File: src/rtl/pwm_multiphase.sv
// rtl/pwm_multiphase.sv - N-channel phase-shifted PWM with complementary gates and wrap-committed shadows
// Optional dead-time insertion: define PWM_MULTIPHASE_DEADTIME_EN.
module pwm_multiphase #(
    parameter int N_CH  = 4,
    parameter int CNT_W = 16,
    parameter int DT_W  = 8
) (
    input  logic                    clk,
    input  logic                    rst,
    input  logic                    en,
    input  logic [CNT_W-1:0]        period,
    input  logic [N_CH*CNT_W-1:0]   duty,
    input  logic [N_CH*CNT_W-1:0]   phase,
    input  logic [DT_W-1:0]         dead_time,
    input  logic                    load,
    output logic                    load_ack,
    output logic                    sync,
    output logic [N_CH-1:0]         gate_hi,
    output logic [N_CH-1:0]         gate_lo
);

    logic [CNT_W-1:0] cnt;
    logic [CNT_W-1:0] period_r;
    logic [CNT_W-1:0] period_p;
    logic [CNT_W-1:0] duty_r  [N_CH];
    logic [CNT_W-1:0] phase_r [N_CH];
    logic [CNT_W-1:0] duty_p  [N_CH];
    logic [CNT_W-1:0] phase_p [N_CH];
    logic             pend;
    logic             active;
    logic             wrap;
    logic             commit;
    logic [N_CH-1:0]  raw;
    logic [CNT_W:0]   pos_sum [N_CH];

`ifdef PWM_MULTIPHASE_DEADTIME_EN
    logic [DT_W-1:0]  dt_r;
    logic [DT_W-1:0]  dt_p;
`else
    logic             unused_dead_time;
    assign unused_dead_time = ^dead_time;
`endif

    // Out-of-range phase is clamped to the last slot rather than reduced modulo period.
    function automatic logic [CNT_W-1:0] sat_phase(input logic [CNT_W-1:0] ph,
                                                   input logic [CNT_W-1:0] per);
        if (ph >= per)
            return (per == '0) ? '0 : per - 1'b1;
        return ph;
    endfunction

    assign active = en && (period_r != '0);
    assign wrap   = (period_r == '0) || (cnt == period_r - 1'b1);
    assign commit = pend && (!en || wrap);

    always_ff @(posedge clk or posedge rst) begin
        if (rst) begin
            cnt      <= '0;
            sync     <= 1'b0;
            load_ack <= 1'b0;
            pend     <= 1'b0;
            period_r <= '0;
            period_p <= '0;
            for (int i = 0; i < N_CH; i++) begin
                duty_r[i]  <= '0;
                phase_r[i] <= '0;
                duty_p[i]  <= '0;
                phase_p[i] <= '0;
            end
`ifdef PWM_MULTIPHASE_DEADTIME_EN
            dt_r <= '0;
            dt_p <= '0;
`endif
        end else begin
            if (active)
                cnt <= wrap ? '0 : cnt + 1'b1;
            else
                cnt <= '0;
            sync     <= active && wrap;
            load_ack <= commit;

            // Commit drains the old pending copy; a coincident load refills it.
            if (commit) begin
                period_r <= period_p;
                for (int i = 0; i < N_CH; i++) begin
                    duty_r[i]  <= duty_p[i];
                    phase_r[i] <= sat_phase(phase_p[i], period_p);
                end
`ifdef PWM_MULTIPHASE_DEADTIME_EN
                dt_r <= dt_p;
`endif
            end

            if (load) begin
                pend     <= 1'b1;
                period_p <= period;
                for (int i = 0; i < N_CH; i++) begin
                    duty_p[i]  <= duty[i*CNT_W +: CNT_W];
                    phase_p[i] <= phase[i*CNT_W +: CNT_W];
                end
`ifdef PWM_MULTIPHASE_DEADTIME_EN
                dt_p <= dead_time;
`endif
            end else if (commit) begin
                pend <= 1'b0;
            end
        end
    end

    always_comb begin
        raw = '0;
        for (int i = 0; i < N_CH; i++) begin
            pos_sum[i] = {1'b0, cnt} + {1'b0, phase_r[i]};
            if (pos_sum[i] >= {1'b0, period_r})
                pos_sum[i] = pos_sum[i] - {1'b0, period_r};
            raw[i] = active && (pos_sum[i] < {1'b0, duty_r[i]});
        end
    end

`ifdef PWM_MULTIPHASE_DEADTIME_EN
    logic [N_CH-1:0] raw_q;
    logic [DT_W-1:0] dt_cnt [N_CH];

    // Any raw edge forces both sides low and (re)starts the per-channel dead-time count.
    always_ff @(posedge clk or posedge rst) begin
        if (rst) begin
            gate_hi <= '0;
            gate_lo <= '0;
            raw_q   <= '0;
            for (int i = 0; i < N_CH; i++)
                dt_cnt[i] <= '0;
        end else begin
            for (int i = 0; i < N_CH; i++) begin
                if (!active) begin
                    gate_hi[i] <= 1'b0;
                    gate_lo[i] <= 1'b0;
                    raw_q[i]   <= 1'b0;
                    dt_cnt[i]  <= '0;
                end else if (raw[i] != raw_q[i]) begin
                    raw_q[i]   <= raw[i];
                    dt_cnt[i]  <= dt_r;
                    gate_hi[i] <= (dt_r == '0) && raw[i];
                    gate_lo[i] <= (dt_r == '0) && !raw[i];
                end else if (dt_cnt[i] != '0) begin
                    dt_cnt[i]  <= dt_cnt[i] - 1'b1;
                    gate_hi[i] <= (dt_cnt[i] == 1) && raw[i];
                    gate_lo[i] <= (dt_cnt[i] == 1) && !raw[i];
                end else begin
                    gate_hi[i] <= raw[i];
                    gate_lo[i] <= !raw[i];
                end
            end
        end
    end
`else
    always_ff @(posedge clk or posedge rst) begin
        if (rst) begin
            gate_hi <= '0;
            gate_lo <= '0;
        end else begin
            gate_hi <= raw;
            gate_lo <= {N_CH{active}} & ~raw;
        end
    end
`endif

endmodule

File: config.mk
export PLATFORM = sky130hd
export DESIGN_NAME = pwm_multiphase
export DESIGN_NICKNAME = d
export VERILOG_FILES = /design/src/rtl/pwm_multiphase.sv
export SDC_FILE = /design/constraint.sdc
export NUM_CORES = 1
export LEC_CHECK = 0
export BUFFER_PORTS_ARGS = -buffer_cell sky130_fd_sc_hd__buf_2
export CAP_MARGIN = 20
export CORE_MARGIN = 2
export CORE_UTILIZATION = 35
export CTS_CLUSTER_DIAMETER = 150
export DETAILED_ROUTE_END_ITERATION = 7
export SLEW_MARGIN = 0
export SYNTH_ARGS = -nofsm -noshare
export SYNTH_HDL_FRONTEND = slang
export SYNTH_SLANG_ARGS = --single-unit
File: constraint.sdc
create_clock -name clk -period 15.6 [get_ports clk]
set_clock_uncertainty 0.15 [all_clocks]
set_input_delay 3.9 -clock clk [delete_from_list [all_inputs] [get_ports clk]]
set_output_delay 3.9 -clock clk [all_outputs]
set_load 0.01 [all_outputs]
==> key figures, run 1 <==
Routing
  – DRT antenna net count: 0
  – Detailed-route DRC error count: 0
  – First-pass detailed-route iteration total: 6
  – Via/cell ratio: around 5.5
  – Wire per inst: around 20 um
  – First DRT Iteration DRCs: 1,211
  – Via count: approximately 18,000
  – Total Wirelength: 67,500 um

Yosys
  – Post-synth cell types: 78
  – Synth area leader: dfrtp_1
  – Yosys reg bits: approximately 320
  – Most common cell in the synthesized netlist: dfrtp_1
  – Share of the synthesized area in the top cell type: approximately a third
  – Syn Std Cell Area: 22,700 um^2
  – Post-synth top cells: dfrtp_1 (315), ha_1 (255), a21oi_1 (172)
  – Synth Net Count: approximately 2,700
  – Post-synth EDFFs: 0
  – Synth Area per Inst: between 10 and 15 um^2
  – Syn Inst Count: ~2,300
  – Main area contributors after synthesis: dfrtp_1 (35%), ha_1 (14%), mux2_2 (8.1%)
  – Sequential share of the synthesized area: a little over a third
  – Synth Flop Type: dfrtp_1
  – Ys async rst share: 100%
  – Yosys warnings: 0

Clock network
  – Clk buf depth: 3
  – CTS Hold Bufs: 0
  – Resized Gates After CTS: 0
  – Root cell of the clock tree: clkbuf_16
  – Clk_lat worst skew: approximately 600 ps
  – H-tree levels: 2
  – TritonCTS clock tree: yes
  – Reg clk slew, reported paths: around 60 ps
  – Inserted Clock Buffers: 39
  – Clock sink count: between 300 and 400
  – Postcts setup bufs: 0

Global route
  – Vias in the first global route: around 18,000
  – First-pass GRT wire length: 104,000 um
  – Largest net degree at the start of global routing: approximately 130
  – GRT Max-Usage Layer: met2
  – Met3 Track Usage GR: 3.00%
  – Initial antenna violation count: 2
  – Routing usage on met1: roughly 28%
  – Total gr overflow: 0
  – Total track usage: around a fifth
  – GRT met2 Usage: 31.6%

Timing
  – Worst Max-Slew Pin Slew: about 1000 ps
  – Rel. slew slack: approximately 30%
  – Setup_tns: 0 ps
  – Final setup fails: 0
  – Crit path time final: 7530 ps
  – Period utilisation layout: 48.3%
  – Unrepaired setup endpoints after global routing: no
  – FMAX: 0.133 GHz
  – Hold Vio Cnt, Final: 0
  – Pins Over Slew Limit: 0

Critical path
  – CP max stage cell: nand3_1
  – Arr. time, crit path: about 8000 ps
  – CP Launch Type: flop
  – Most frequent CP cell: a21oi_1
  – Critical path type: reg -> reg
  – Crit. End Element: flop
  – CP max stage delay: just under 900 ps
  – CP bufs+invs: 1
  – Crit path max fanout: 24
  – CP required: 15,930 ps
  – Crit path max-delay family: compound AO/OA/AOI/OAI gates

Place
  – I/O Buffers: 157
  – DP HPWL: 51,900 um
  – RD Place Congestion: approximately 0.91

Worst hold path
  – HP Class: reg -> reg

Die
  – Die Span Y: around 260 um
  – Num ports: 166
  – Die ar.: ~67,000 um^2
  – Initial core utilization: 35.3%
  – Num rows: between 90 and 100
  – Die X: 259 um
  – CORE AREA: 64,200 um^2

Run
  – Max-Cap Viols: 0

Power
  – Power density over the cells: 153 nW/um^2
  – Worst vdd rail ir drop: 0.0778 mV
  – Leakage power: roughly 12 nW

Layout
  – Area growth, synth to finish: 13.1%
  – # diodes: 0
  – Post-layout util: 39.9%
  – Fillers: roughly 6,300
  – Layout cells sized above 1: approximately 17%
  – Final #Nets: approximately 2,800

Status
  – Outcome: completed
## sequential cells by signal, summed over array words and instances, names as in the netlist
signal / cells
duty_p: 64
period_r: 16
duty_r: 64
sync: 1
phase_p: 64
load_ack: 1
gate_lo: 4
phase_r: 64
cnt: 16
period_p: 16
pend: 1
gate_hi: 4
## where the power goes
part	switching, mW	internal (mW)
clock network	0.387	0.516
logic	1.10	0.842
registers	0.126	0.950
total	1.62	2.31
## worst paths after layout
path / slack [ps] / cells past startpoint / startpoint / to
min: 330 / 1 / duty_p[62] / duty_r[62]
min in group asynchronous: 3330 / 2 / rst / phase_p[46]
max reg2reg: 8070 / 26 / cnt[0] / gate_hi[3]
max: 8070 / 26 / cnt[0] / gate_hi[3]
min reg2reg: 330 / 1 / duty_p[62] / duty_r[62]
max in group asynchronous: 10450 / 3 / rst / pend
## worst register-to-register path, delay by kind of cell, from the launching register on
family | cells | cell delay [ps]
adder cells (fa/ha/maj) | 4 | 1340
XOR/XNOR | 1 | 310
AND/OR/NAND/NOR | 8 | 2300
AO/OA/AOI/OAI | 12 | 2640
flip-flops | 1 | 630
buffers and inverters | 1 | 70
## cells by family (layout without fill, tap and decap cells)
group / count (synthesis) / count (layout) / share of synthesized area [%]
AOI/OAI and AO/OA: 568 / 568 / 15.9
and+or+nand+nor: 445 / 445 / 9.78
muxes: 322 / 322 / 15.6
DFF: 315 / 315 / 34.8
adders and majority gates: 263 / 263 / 14.8
buffers and inverters: 212 / 390 / 3.82
xor gates and xnor gates: 138 / 138 / 5.33
## cells in the final DEF, fill, tap and decap left out, types with 5 or more instances in the layout
master	netlist	layout
fa_1	8	8
mux2_1	95	95
clkinv_2	0	6
dfrtp_1	315	314
nor2_1	112	112
buf_4	10	16
a31o_2	5	5
or2_2	6	6
a21oi_1	172	172
a211o_1	7	7
and4_1	8	8
ha_1	255	255
nor3_1	39	39
xnor2_1	92	92
clkbuf_8	0	6
clkbuf_1	37	9
nor4_1	12	11
a211oi_1	19	19
nand3_1	33	33
a221oi_1	6	6
inv_1	147	146
xor2_1	46	46
and3_1	17	17
nand2_1	115	115
mux2i_1	64	64
and2_1	7	7
nand2b_1	26	26
o31ai_1	5	5
o21ai_0	117	117
o21bai_1	14	13
nand4_1	18	18
o21a_1	30	30
mux2_2	163	163
nor2b_1	25	25
o211ai_1	16	16
buf_2	14	156
a31oi_1	48	48
clkbuf_16	0	39
a21o_1	69	69
## per-stage QoR
step | worst slack, ps | power, mW | hold slack [ps] | instances | area, um^2
after floorplan | 2840 | 2.49 | 304 | 2263 | 22700
after global placement | 8400 | 2.95 | 317 | 3225 | 24400
after detailed placement | 8310 | 3.01 | 325 | 3225 | 24400
after CTS | 8300 | 3.94 | 337 | 3295 | 25600
after global routing | 7700 | 4.22 | 355 | 3296 | 25700
final | 8070 | 3.92 | 333 | 3296 | 25700
## cell type report
class	count	area (um^2)	area share, %
multi-input cells	1736	14000	54.4
flip-flops and latches	315	7880	30.7
clock buffers	54	1090	4.26
well taps	855	1070	4.17
repair buffers	173	912	3.56
inverters	147	559	2.18
clock inverters	16	183	0.712
## routing by layer
layer / vias to the layer above / routed length [um]
met2: 486 / 29900
met5: - / 0
li1: 8569 / -
met1: 8864 / 31600
met4: 0 / 2550
met3: 106 / 3460
No activity file was read; power rests on OpenSTA's default activity.
==> inputs of run 2 (changes only) <==
clock period = 7.63 ns   (was 15.6 ns; I/O delays follow)
==> run 2 against run 1 <==
Cell area is 0.53% higher; non-clock buffer count is 6 higher; wire length is 0.82% lower; total power is 110% higher; largest cell class unchanged; critical endpoint is now gate_hi[2]; sequential power is 100% higher.
==> key figures, run 2 (synthesized netlist as in run 1, its figures left out) <==
Die
  – Die ar.: 66,800 um^2 (unchanged)
  – Die Span Y: 259 um (unchanged)
  – Num ports: 166 (unchanged)
  – CORE AREA: 64,200 um^2 (unchanged)
  – Initial core utilization: 35.3% (unchanged)
  – Die X: 259 um (unchanged)
  – Num rows: 93 (unchanged)

Routing
  – Via count: 17,851 (was 18,025)
  – DRT antenna net count: 0 (unchanged)
  – Via/cell ratio: 5.41 (was 5.47)
  – Detailed-route DRC error count: 0 (unchanged)
  – First DRT Iteration DRCs: 1,107 (was 1,211)
  – Wire per inst: 20.3 um (was 20.5 um)
  – Total Wirelength: 67,000 um (was 67,500 um)
  – First-pass detailed-route iteration total: 5 (was 6)

Power
  – Worst vdd rail ir drop: 0.160 mV (was 0.0778 mV)
  – Total power: 8.11 mW (was 3.92 mW)
  – Switching share of total power: 40.4% (was 41.2%)
  – Clock share of power: 23.9% (was 23.0%)
  – Int Power: 4.83 mW (was 2.31 mW)
  – Sequential Power Share: 27.1% (was 27.4%)
  – Leakage power: 12.0 nW (about the same)
  – Power share of the combinational group: 48.9% (was 49.6%)
  – NetSw: 3.28 mW (was 1.62 mW)
  – Power density over the cells: 314 nW/um^2 (was 153 nW/um^2)

Place
  – DP Area: 24,400 um^2 (about the same)
  – DP HPWL: 51,300 um (was 51,900 um)
  – I/O Buffers: 157 (unchanged)
  – RD Place Congestion: 0.888 (was 0.913)

Global route
  – First-pass GRT wire length: 103,000 um (was 104,000 um)
  – Vias in the first global route: 17,988 (was 17,863)
  – Total track usage: 19.9% (was 20.1%)
  – Total gr overflow: 0 (unchanged)
  – Initial antenna violation count: 2 (unchanged)
  – Largest net degree at the start of global routing: 164 (was 126)

Critical path
  – Crit. End Element: flop (unchanged)
  – CP Launch Type: flop (unchanged)
  – Critical path type: reg -> reg (unchanged)
  – Crit path max fanout: 16 (was 24)
  – CP required: 8010 ps (was 15,930 ps)
  – Arr. time, crit path: 7320 ps (was 7860 ps)

Layout
  – Layout cells sized above 1: 17.7% (was 17.5%)
  – Most frequent cells in the layout: dfrtp_1 (314), ha_1 (255), a21oi_1 (172), mux2_2 (163), buf_2 (156) (unchanged)
  – Area taken by multi-input logic gates: 14,000 um^2 (unchanged)
  – Fillers: 6,302 (was 6,316)
  – Reg area: 7880 um^2 (unchanged)
  – Fin area: 25,800 um^2 (was 25,700 um^2)
  – Commonest non-fill, non-tap cell in the layout: dfrtp_1 (unchanged)
  – Final #Nets: 2,837 (was 2,831)
  – Area growth, synth to finish: 13.7% (was 13.1%)

Worst hold path
  – HP Class: reg -> reg (unchanged)

Clock network
  – Clk buf depth: 3 (unchanged)
  – TritonCTS clock tree: yes (unchanged)
  – Root cell of the clock tree: clkbuf_16 (unchanged)
  – Clock sink count: 315 (unchanged)
  – Reg clk slew, reported paths: 60 ps (about the same)
  – H-tree levels: 2 (unchanged)
  – Clk_lat worst skew: 600 ps (about the same)
  – Postcts setup bufs: 0 (unchanged)
  – CTS Hold Bufs: 0 (unchanged)
  – Resized Gates After CTS: 0 (unchanged)
  – Inserted Clock Buffers: 39 (unchanged)

Run
  – Max-Cap Viols: 0 (unchanged)

Timing
  – Pins Over Slew Limit: 0 (unchanged)
  – Unrepaired setup endpoints after global routing: no (unchanged)
  – Crit path time final: 6940 ps (was 7530 ps)
  – Period utilisation layout: 91.0% (was 48.3%)
  – Rel. slew slack: 35.6% (was 30.0%)
  – FMAX: 0.144 GHz (was 0.133 GHz)
  – Final setup fails: 0 (unchanged)
  – Hold Vio Cnt, Final: 0 (unchanged)
  – Worst Max-Slew Pin Slew: 966 ps (was 1050 ps)
  – Setup_tns: 0 ps (unchanged)

Status
  – Outcome: completed (unchanged)
## run 2: changes by cell type in the layout (fill, tap and decap cells not counted)
cell	before	now
inv_8	1	0
clkinv_2	6	5
inv_16	2	1
inv_6	2	1
clkbuf_1	9	7
buf_12	0	2
clkinv_4	4	0
buf_4	16	20
bufinv_16	1	4
clkinvlp_4	0	4
diode_2	0	1
clkinv_16	1	2
## run 2: power by group through the flow
stage                     Sequential (mW)  Clock (mW)  Combinational [mW]
after floorplan                      2.10           0                2.99
after global placement               2.22           0                3.81
final                                2.20        1.94                3.97
after detailed placement             2.22           0                3.94
after global routing                 2.23        2.07                4.44
after CTS                            2.20        2.00                3.96
## run 2: path summary, 6_finish.rpt
check	startpoint	endpoint	slack, ps	cells past startpoint
setup / recovery	cnt[1]	gate_hi[2]	690	23
hold / removal	duty_p[5]	duty_r[5]	320	1
setup reg to reg	cnt[1]	gate_hi[2]	690	23
hold reg to reg	duty_p[5]	duty_r[5]	320	1
max in group asynchronous	rst	duty_r[19]	5140	3
min in group asynchronous	rst	phase_p[60]	1370	3
## run 2: cell type report
class | count | share of cell area (%)
Antenna cell | 1 | 0.00970
Tap cell | 855 | 4.15
Inverter | 147 | 2.15
Multi-Input combinational cell | 1736 | 54.1
Timing Repair Buffer | 179 | 3.81
Sequential cell | 315 | 30.6
Clock buffer | 52 | 4.21
Clock inverter | 16 | 0.995
## run 2: per-layer routing
layer | global-route usage [%] | share of wire, % | up-vias
li1 | - | - | 8582
met1 | 26.6 | 46 | 8669
met2 | 31.7 | 45 | 461
met3 | 3.34 | 4.9 | 139
met4 | 8.43 | 4.3 | 0
met5 | 0 | 0 | -
## run 2: through the flow
stage	worst slack, ps	util (%)	std cells	hold WS (ps)
2_1_floorplan	1380	-	2263	304
3_3_place_gp	721	38.0	3231	320
3_5_place_dp	717	38.0	3231	319
4_1_cts	686	40.1	3299	333
5_1_grt	77.4	40.1	3300	357
6_report	687	40.2	3301	324
## run 2: critical path, cell delays in order (launching register included)
cell and delay (ps):
dfrtp_1 660, inv_1 350, fa_1 520, nand2b_1 180, a21oi_1 240, o221a_2 270
o21a_1 120, nor2_1 50, xnor2_1 330, ha_1 280, nand4_1 210, o311ai_0 720
a21oi_1 250, and2_1 410, o21ai_0 370, ha_1 310, a21oi_1 140, nor2b_1 60
o21ai_0 140, a21oi_1 90, a31oi_1 200, o221ai_1 180, a311oi_1 410, and3b_1 230
